$ cat src/rtl/uart_pkg.sv
// rtl/uart_pkg.sv - shared UART constants and receiver state encoding
package uart_pkg;

  localparam int PARITY_NONE = 0;
  localparam int PARITY_EVEN = 1;
  localparam int PARITY_ODD  = 2;

  typedef enum logic [2:0] {
    RX_IDLE   = 3'd0,
    RX_START  = 3'd1,
    RX_DATA   = 3'd2,
    RX_PARITY = 3'd3,
    RX_STOP   = 3'd4
  } rx_state_t;

endpackage

$ cat src/rtl/uart_sync2.sv
// rtl/uart_sync2.sv - two-flop synchroniser with configurable reset value
module uart_sync2 #(
  parameter logic RST_VAL = 1'b1
) (
  input  logic clk,
  input  logic reset,
  input  logic i_d,
  output logic o_q
);

  logic r_meta;
  logic r_sync;

  // Two-stage capture of the asynchronous input; resets to the line's idle level
  always_ff @(posedge clk or posedge reset) begin
    if (reset) begin
      r_meta <= RST_VAL;
      r_sync <= RST_VAL;
    end else begin
      r_meta <= i_d;
      r_sync <= r_meta;
    end
  end

  assign o_q = r_sync;

endmodule

$ cat src/rtl/uart_rx_os.sv
// rtl/uart_rx_os.sv - oversampling UART receiver with valid/ready delivery
module uart_rx_os
  import uart_pkg::*;
#(
  parameter int DATA_BITS   = 8,
  parameter int PARITY_MODE = 0,
  parameter int STOP_BITS   = 1,
  parameter int OS_RATE     = 16
) (
  input  logic                 clk,
  input  logic                 reset,
  input  logic                 tick16,
  input  logic                 rx,
  output logic [DATA_BITS-1:0] rx_data,
  output logic                 rx_valid,
  input  logic                 rx_ready,
  output logic                 parity_err,
  output logic                 frame_err,
  output logic                 overrun,
  output logic                 busy
);

  localparam int             TW         = $clog2(OS_RATE);
  localparam logic [TW-1:0]  HALF_TICK  = TW'(OS_RATE / 2 - 1);
  localparam logic [TW-1:0]  FULL_TICK  = TW'(OS_RATE - 1);
  localparam logic [3:0]     LAST_DATA  = 4'(DATA_BITS - 1);
  localparam logic [3:0]     LAST_STOP  = 4'(STOP_BITS - 1);
  localparam bit             HAS_PARITY = (PARITY_MODE != PARITY_NONE);
  localparam logic           ODD_BIT    = (PARITY_MODE == PARITY_ODD);

  logic                 w_rxs;
  logic                 w_fall;
  logic                 r_rxs_prev;
  rx_state_t            r_state;
  logic [TW-1:0]        r_tick_cnt;
  logic [3:0]           r_bit_cnt;
  logic [DATA_BITS-1:0] r_shift;
  logic                 r_par_acc;
  logic                 r_perr_int;
  logic                 r_ferr_int;

  uart_sync2 #(.RST_VAL(1'b1)) u_sync (
    .clk   (clk),
    .reset (reset),
    .i_d   (rx),
    .o_q   (w_rxs)
  );

  // Previous synchronised level, used only to find start-bit falling edges
  always_ff @(posedge clk or posedge reset) begin
    if (reset) begin
      r_rxs_prev <= 1'b1;
    end else begin
      r_rxs_prev <= w_rxs;
    end
  end

  assign w_fall = r_rxs_prev & ~w_rxs;

  // Frame FSM: mid-bit sampling, error tracking and single-cycle delivery
  always_ff @(posedge clk or posedge reset) begin
    if (reset) begin
      r_state    <= RX_IDLE;
      r_tick_cnt <= '0;
      r_bit_cnt  <= '0;
      r_shift    <= '0;
      r_par_acc  <= 1'b0;
      r_perr_int <= 1'b0;
      r_ferr_int <= 1'b0;
      rx_data    <= '0;
      rx_valid   <= 1'b0;
      parity_err <= 1'b0;
      frame_err  <= 1'b0;
      overrun    <= 1'b0;
      busy       <= 1'b0;
    end else begin
      overrun <= 1'b0;
      if (rx_valid && rx_ready) begin
        rx_valid <= 1'b0;
      end
      case (r_state)
        RX_IDLE: begin
          if (w_fall) begin
            r_state    <= RX_START;
            busy       <= 1'b1;
            r_tick_cnt <= '0;
            r_par_acc  <= 1'b0;
            r_perr_int <= 1'b0;
            r_ferr_int <= 1'b0;
          end
        end
        RX_START: begin
          if (tick16) begin
            if (r_tick_cnt == HALF_TICK) begin
              // Re-align the tick phase so later samples land mid-bit
              r_tick_cnt <= '0;
              if (!w_rxs) begin
                r_state   <= RX_DATA;
                r_bit_cnt <= '0;
              end else begin
                r_state <= RX_IDLE;
                busy    <= 1'b0;
              end
            end else begin
              r_tick_cnt <= r_tick_cnt + TW'(1);
            end
          end
        end
        RX_DATA: begin
          if (tick16) begin
            r_tick_cnt <= r_tick_cnt + TW'(1);
            if (r_tick_cnt == FULL_TICK) begin
              r_shift   <= {w_rxs, r_shift[DATA_BITS-1:1]};
              r_par_acc <= r_par_acc ^ w_rxs;
              if (r_bit_cnt == LAST_DATA) begin
                r_bit_cnt <= '0;
                r_state   <= HAS_PARITY ? RX_PARITY : RX_STOP;
              end else begin
                r_bit_cnt <= r_bit_cnt + 4'd1;
              end
            end
          end
        end
        RX_PARITY: begin
          if (tick16) begin
            r_tick_cnt <= r_tick_cnt + TW'(1);
            if (r_tick_cnt == FULL_TICK) begin
              r_perr_int <= r_par_acc ^ w_rxs ^ ODD_BIT;
              r_bit_cnt  <= '0;
              r_state    <= RX_STOP;
            end
          end
        end
        RX_STOP: begin
          if (tick16) begin
            r_tick_cnt <= r_tick_cnt + TW'(1);
            if (r_tick_cnt == FULL_TICK) begin
              if (!w_rxs) begin
                r_ferr_int <= 1'b1;
              end
              if (r_bit_cnt == LAST_STOP) begin
                // Leave at mid-stop so a back-to-back start edge is not missed
                r_state <= RX_IDLE;
                busy    <= 1'b0;
                if (rx_valid && !rx_ready) begin
                  overrun <= 1'b1;
                end else begin
                  rx_data    <= r_shift;
                  parity_err <= r_perr_int;
                  frame_err  <= r_ferr_int | ~w_rxs;
                  rx_valid   <= 1'b1;
                end
              end else begin
                r_bit_cnt <= r_bit_cnt + 4'd1;
              end
            end
          end
        end
        default: begin
          r_state <= RX_IDLE;
          busy    <= 1'b0;
        end
      endcase
    end
  end

endmodule

$ cat config.mk
export PLATFORM = sky130hd
export DESIGN_NAME = uart_rx_os
export DESIGN_NICKNAME = d
export VERILOG_FILES = /design/src/rtl/uart_pkg.sv /design/src/rtl/uart_sync2.sv /design/src/rtl/uart_rx_os.sv
export SDC_FILE = /design/constraint.sdc
export NUM_CORES = 1
export LEC_CHECK = 0
export CAP_MARGIN = 20
export CELL_PAD_IN_SITES_DETAIL_PLACEMENT = 0
export CELL_PAD_IN_SITES_GLOBAL_PLACEMENT = 1
export CORE_ASPECT_RATIO = 0.5
export CORE_MARGIN = 8
export CORE_UTILIZATION = 44
export DETAILED_ROUTE_END_ITERATION = 8
export DONT_BUFFER_PORTS = 1
export GPL_ROUTABILITY_DRIVEN = 0
export HOLD_SLACK_MARGIN = 0.02
export PLACE_DENSITY = 0.82
export SYNTH_ARGS = -nofsm -noshare
export SYNTH_HDL_FRONTEND = slang
export SYNTH_HIERARCHICAL = 1
export SYNTH_SLANG_ARGS = --single-unit
$ cat constraint.sdc
create_clock -name clk -period 1.7 [get_ports clk]
set_input_delay 0.34 -clock clk [delete_from_list [all_inputs] [get_ports clk]]
set_output_delay 0.34 -clock clk [all_outputs]
set_load 0.02 [all_outputs]
==> results.py, run 1 <==
metrics = {
    "logic_synthesis": {
        "ys_warn_count": 6,
        "ys_types": 48,
        "async_flop_share_pct": 100.0,
        "synth-compound-area-share_pct": 12.27,
        "syn-num-nets": 186,
        "synth_top_family_by_area": "simple AND/OR/NAND/NOR gates",
        "netlist_area_mm2": 0.001846,
        "postSynthCellCount": 178,
        "synth_edf_count": 0,
        "synth_mux_area_share_pct": 7.254,
        "synth_fa_ha_area_share_pct": 2.576,
        "synth_seq_area_share_pct": 51.73,
        "synth-simple-area-share_pct": 21.15,
        "synth.avg_cell_area_um2": 10.37,
        "synth_ff_type": "dfrtp_1",
        "synth_seq_cells": 38,
        "synth-xor-area-share_pct": 0.9492,
    },
    "sta": {
        "setup_violations": 0,
        "drv_slew": 0,
        "period_share_pct": 97.49,
        "final_hold_viol_count": 0,
        "layout_setup_ws_ns": 0.04263,
        "finClkSkew_ns": 0.004514,
        "hold_slack_ns": 0.04242,
        "rsz0062_at_grt": "yes",
        "period_minus_slack_ns": 1.657,
        "fmax_ghz": 0.6034,
        "slew_headroom_pct": 69.63,
        "tightest_slew_ns": 0.4555,
        "fin_tns_setup_ns": 0,
    },
    "job": {
        "cap_violations": 0,
    },
    "clock_network": {
        "cts.clk_slew.worst_paths_ns": 0.07,
        "ctsRootBufferMaster": "clkbuf_8",
        "htreeDepth": 2,
        "cts_max_path_buffers": 2,
        "numCtsBuffers": 5,
        "cts_tree": "built",
        "insertion_delay_ns": 0.29,
        "cts.sinks": 38,
    },
    "die": {
        "fp-row-count": 16,
        "ios": 18,
        "coreArea_mm2": 0.003964,
        "die_h_um": 61.80,
        "die_w_um": 107.6,
        "start_util_pct": 46.56,
        "die_area_mm2": 0.006649,
    },
    "worst_setup_path": {
        "path_max_fanout": 12,
        "rr_startpoint": "r_bit_cnt[0]",
        "end_kind": "register",
        "r2r_slack_ns": 0.04,
        "path_class": "reg2reg",
        "cp.required_ns": 1.88,
        "r2r-end": "parity_err",
        "worstPathArrival_ns": 1.83,
        "r2r_cells": 6,
        "start_kind": "register",
    },
    "worst_hold_path": {
        "min_path_type": "in2async",
    },
    "placement": {
        "place_hpwl_mm": 2.557,
        "dp_slack_ns": -0.007861,
        "port_buffers": 0,
    },
    "final_layout": {
        "fill_cells": 334,
        "drive_above_1_share_pct": 25.25,
        "antenna_cells": 0,
        "layout_common_cells": "nand2_1 (35), dfrtp_1 (35), buf_4 (19), nor2_1 (9)",
        "final_util_pct": 55.21,
        "multiInputGateArea_um2": 852.1,
        "layout.nets": 209,
        "area_growth_pct": 18.58,
        "regArea_um2": 954.7,
    },
    "routing": {
        "post_drt_wl_per_cell_um": 14.14,
        "vias": 1348,
        "route.detailed.drc": 0,
        "drtIter0Drc": 66,
        "viasPerCell": 5.266,
        "final_antenna_net_count": 0,
        "dr.pass1.iters": 4,
        "wirelength_mm": 3.620,
    },
    "global_routing": {
        "grt_pass1_vias": 1289,
        "grt_util_all_layers_pct": 11.91,
        "antenna_found_initial": 0,
        "grt_start_max_net_pins": 37,
        "grt_pass1_wl_mm": 6.134,
        "grt_overflow": 0,
    },
    "power_and_ir_drop": {
        "p_leak_nw": 1.055,
        "power.total_mw": 2.962,
        "pwr_density_cell_mw_per_mm2": 1354,
        "power.ir.vdd_worst_mv": 0.4511,
    },
    "run_status": {
        "status": "finished, final reports clean",
    },
}
-- cell families after synthesis --
kind of cell / count (synthesis)
adder cells (fa/ha/maj): 4
AND/OR/NAND/NOR: 77
buffers and inverters: 14
flip-flops: 38
XOR/XNOR: 2
multiplexers: 10
AO/OA/AOI/OAI: 33
-- cell type report --
class / count / area share [%]
Clock buffer: 7 / 3.945
Inverter: 9 / 1.601
Multi-Input combinational cell: 126 / 38.94
Tap cell: 54 / 3.087
Clock inverter: 1 / 1.372
Timing Repair Buffer: 21 / 7.433
Sequential cell: 38 / 43.62
-- report_power, final --
part | internal (mW) | switching, mW | total [mW]
Sequential | 1.01 | 0.132 | 1.14
Clock | 0.478 | 0.316 | 0.795
Combinational | 0.469 | 0.560 | 1.03
-- worst max-delay path, cell delays in order (launching register included) --
cell and delay [ns]:
dfrtp_1 0.38, inv_1 0.07, ha_1 0.14, nor3b_4 0.25, nand4_2 0.14, nand2b_4 0.25
mux2_4 0.33
-- registers in the layout, indices dropped and copies added (netlist names) --
signal / cells
parity_err: 1
r_perr_int: 1
r_rxs_prev: 1
r_par_acc: 1
r_tick_cnt: 4
u_sync/o_q: 1
rx_data: 8
frame_err: 1
r_ferr_int: 1
rx_valid: 1
busy: 1
overrun: 1
r_state: 3
r_shift: 8
r_bit_cnt: 4
u_sync/r_meta: 1
-- what timing repair did --
action                                 CTS  global route
gates resized for setup                  1             6
pin swaps                                0             3
endpoints found under the hold margin    2             1
hold buffers                             1             1
setup endpoints to repair                6            21
buffers inserted                         0             3
-- cell usage after synthesis (2+ instances only) --
master | number | area, um^2
o21ai_1 | 3 | 15.01
inv_1 | 8 | 30.03
buf_6 | 2 | 22.52
a21oi_1 | 5 | 25.02
nand4_1 | 2 | 12.51
dfstp_2 | 3 | 78.83
nand3_1 | 8 | 40.04
nand3b_1 | 3 | 22.52
nand2b_1 | 5 | 31.28
mux2_2 | 2 | 22.52
ha_1 | 3 | 37.54
o211ai_1 | 3 | 22.52
o21ai_0 | 8 | 40.04
and2_1 | 2 | 12.51
buf_2 | 2 | 10.01
a21o_1 | 3 | 22.52
nand2_1 | 35 | 131.4
dfrtp_1 | 35 | 875.8
mux2_4 | 6 | 90.09
o31ai_1 | 3 | 22.52
nor2_1 | 10 | 37.54
-- layer usage --
| metal | vias up | share of wire, % | track usage [%] |
|---|---|---|---|
| met2 | 14 | 47 | 20.38 |
| met5 | - | 0 | 0 |
| met1 | 672 | 48 | 14.12 |
| met3 | 4 | 4.6 | 4.424 |
| li1 | 658 | - | - |
| met4 | 0 | 0.86 | 2.930 |
-- metrics by stage --
step                area (um^2)  cells
CTS                        2126    252
finish                     2188    256
global placement           1993    243
detailed placement         1993    243
global route               2188    256
floorplan                  1846    178
-- how the worst max path moves through the flow --
stage / start / end / slack [ns]
CTS: r_tick_cnt[1] / parity_err / 0.005
global placement: r_bit_cnt[0] / parity_err / 0.03
detailed placement: r_bit_cnt[0] / parity_err / -0.008
finish: r_bit_cnt[0] / parity_err / 0.04
floorplan: r_bit_cnt[0] / parity_err / 0.02
global route: r_bit_cnt[0] / parity_err / -0.03
(Power assumes the default switching activity.)
==> run 2, diff against run 1 <==
--- a/config.mk
+++ b/config.mk
@@ -10,7 +10,7 @@
 export CELL_PAD_IN_SITES_GLOBAL_PLACEMENT = 1
 export CORE_ASPECT_RATIO = 0.5
 export CORE_MARGIN = 8
-export CORE_UTILIZATION = 44
+export CORE_UTILIZATION = 45
 export DETAILED_ROUTE_END_ITERATION = 8
 export DONT_BUFFER_PORTS = 1
 export GPL_ROUTABILITY_DRIVEN = 0
@@ -18,5 +18,4 @@
 export PLACE_DENSITY = 0.82
 export SYNTH_ARGS = -nofsm -noshare
 export SYNTH_HDL_FRONTEND = slang
-export SYNTH_HIERARCHICAL = 1
 export SYNTH_SLANG_ARGS = --single-unit
==> results.py, run 2 <==
metrics = {
    "run_status": {
        "status": "finished, violations left",
        "violations": "setup timing",
    },
    "sta": {
        "tightest_slew_ns": 0.4726,
        "layout_setup_ws_ns": -0.08194,
        "period_share_pct": 104.8,
        "period_minus_slack_ns": 1.782,
        "fmax_ghz": 0.5612,
        "drv_slew": 0,
        "slew_headroom_pct": 68.46,
        "fin_tns_setup_ns": -0.1009,
        "hold_slack_ns": 0.04962,
        "finClkSkew_ns": 0.01125,
        "rsz0062_at_grt": "yes",
        "final_hold_viol_count": 0,
        "setup_violations": 3,
    },
    "worst_setup_path": {
        "crit_path_cell_trace": "buf_6 > xor2_2 > a311oi_2 > or4_4 > a22o_1",
        "r2r_cells": 5,
        "r2r-end": "r_bit_cnt[2]",
        "rr_startpoint": "r_state[0]",
        "end_kind": "register",
        "worstPathArrival_ns": 1.96,
        "path_max_fanout": 6,
        "cp_num_buf_inv": 1,
        "slowest_delay_ns": 0.55,
        "crit_family": "simple AND/OR/NAND/NOR gates",
        "start_kind": "register",
        "path_class": "reg2reg",
        "cp.required_ns": 1.88,
        "r2r_slack_ns": -0.08,
        "crit_slowest_cell": "or4_4",
    },
    "routing": {
        "drtIter0Drc": 82,
        "final_antenna_net_count": 0,
        "viasPerCell": 5.647,
        "route.detailed.drc": 0,
        "dr.pass1.iters": 5,
        "post_drt_wl_per_cell_um": 17.67,
        "vias": 1536,
        "wirelength_mm": 4.807,
    },
    "logic_synthesis": {
        "synth_common_cells": "dfrtp_1 (35), mux2_2 (16), o21ai_0 (11)",
        "synth_top_family_by_area": "simple AND/OR/NAND/NOR gates",
        "netlist_area_mm2": 0.001909,
        "synth_most_common_cell": "dfrtp_1",
        "syn-num-nets": 175,
        "synth_ff_type": "dfrtp_1",
        "synth.avg_cell_area_um2": 11.43,
        "synth_seq_cells": 38,
        "synth-xor-area-share_pct": 1.769,
        "synth_largest_area_cell": "dfrtp_1",
        "synth-compound-area-share_pct": 11.93,
        "synth_top_area_share_pct": 45.87,
        "synth_fa_ha_area_share_pct": 1.966,
        "ys_warn_count": 0,
        "synth_edf_count": 0,
        "synth_seq_area_share_pct": 50.00,
        "synth-simple-area-share_pct": 19.40,
        "synth_mux_area_share_pct": 11.01,
        "postSynthCellCount": 167,
        "async_flop_share_pct": 100.0,
        "synth.area.top_cells": "dfrtp_1 (46%), mux2_2 (9.4%), dfstp_2 (4.1%)",
        "ys_types": 52,
    },
    "power_and_ir_drop": {
        "internal_power_mw": 2.483,
        "power_frac_clock_pct": 21.0,
        "p_leak_nw": 1.189,
        "comb_power_share_pct": 45.0,
        "power.share.sequential_pct": 34.0,
        "power.ir.vdd_worst_mv": 0.7620,
        "switching_share_pct": 33.60,
        "p_switching_mw": 1.256,
        "power.total_mw": 3.739,
        "pwr_density_cell_mw_per_mm2": 1420,
    },
    "die": {
        "fp-row-count": 16,
        "die_w_um": 108.1,
        "coreArea_mm2": 0.003984,
        "die_area_mm2": 0.006710,
        "start_util_pct": 47.93,
        "ios": 18,
        "die_h_um": 62.06,
    },
    "clock_network": {
        "cts.sinks": 38,
        "htreeDepth": 2,
        "cts_max_path_buffers": 2,
        "insertion_delay_ns": 0.29,
        "numCtsBuffers": 5,
        "cts_tree": "built",
        "cts.clk_slew.worst_paths_ns": 0.08,
        "ctsRootBufferMaster": "clkbuf_8",
    },
    "final_layout": {
        "top_regs": "r_shift x8, rx_data x8",
        "layout_common_cells": "buf_4 (38), dfrtp_1 (32), mux2_2 (11), buf_6 (10)",
        "layout.nets": 225,
        "final_cell_count_no_fill": 272,
        "drive_above_1_share_pct": 48.62,
        "antenna_cells": 0,
        "final_area_mm2": 0.002633,
        "area_growth_pct": 37.88,
        "final_common_cell": "buf_4",
        "final_util_pct": 66.08,
    },
    "global_routing": {
        "grt_util_all_layers_pct": 14.93,
        "grt_start_max_net_pins": 28,
        "antenna_found_initial": 0,
        "grt_overflow": 0,
        "grt_pass1_vias": 1569,
        "grt_pass1_wl_mm": 7.776,
    },
    "job": {
        "cap_violations": 0,
    },
    "worst_hold_path": {
        "min_from": "rx",
        "min_path_type": "in2reg",
        "min_to": "u_sync.r_meta",
        "min_path_cells": 0,
    },
    "placement": {
        "placedCellCount": 252,
        "port_buffers": 0,
        "dp_slack_ns": -0.09989,
        "dpl-instance-area_mm2": 0.002235,
        "place_hpwl_mm": 3.089,
    },
}
## run 2: worst max-delay path by stage
stage | start | endpoint | cells past startpoint
3_3_place_gp | r_state[0] | r_tick_cnt[3] | 5
2_1_floorplan | r_tick_cnt[0] | r_shift[0] | 4
5_1_grt | r_state[0] | r_bit_cnt[2] | 5
3_5_place_dp | r_state[0] | r_bit_cnt[2] | 4
4_1_cts | r_state[0] | r_bit_cnt[2] | 5
6_report | r_state[0] | r_bit_cnt[2] | 5
## run 2: timing repair
item	in CTS	in global routing
hold endpoints to repair	9	0
resized for setup	19	29
gates cloned	0	1
setup endpoints to repair	16	29
hold buffers	1	0
pin swaps	3	9
buffers inserted	6	4
## run 2: per-layer routing
layer  GRT usage, %  part of all wire, %  vias up
li1               -                    -      720
met3          3.395                  5.4        5
met2          25.60                   50       45
met5              0                    0        -
met4          6.055                 0.83        0
met1          18.19                   44      766
## run 2: cell families (layout without fill, tap and decap cells)
group,count (synthesis),after routing
flip-flops,38,38
AND/OR/NAND/NOR,57,57
adder cells (fa/ha/maj),3,3
multiplexers,19,19
buffers and inverters,14,65
AO/OA/AOI/OAI,33,33
XOR/XNOR,3,3
## run 2: power groups by stage
stage,sequential [mW],combinational [mW],clock (mW)
after global routing,1.29,1.82,0.851
after global placement,1.27,1.23,0
final,1.27,1.68,0.786
after detailed placement,1.28,1.26,0
after floorplan,1.20,0.813,0
after CTS,1.25,1.45,0.804
## run 2: area by class of cell
cell class                 count  area, um^2
clock buffer                   7       86.33
clock inverter                 1       30.03
fill                         281        1351
inverter                       6       22.52
multi-input combinational    115        1035
sequential                    38       958.4
tap                           54       67.56
timing repair buffer          51       432.9
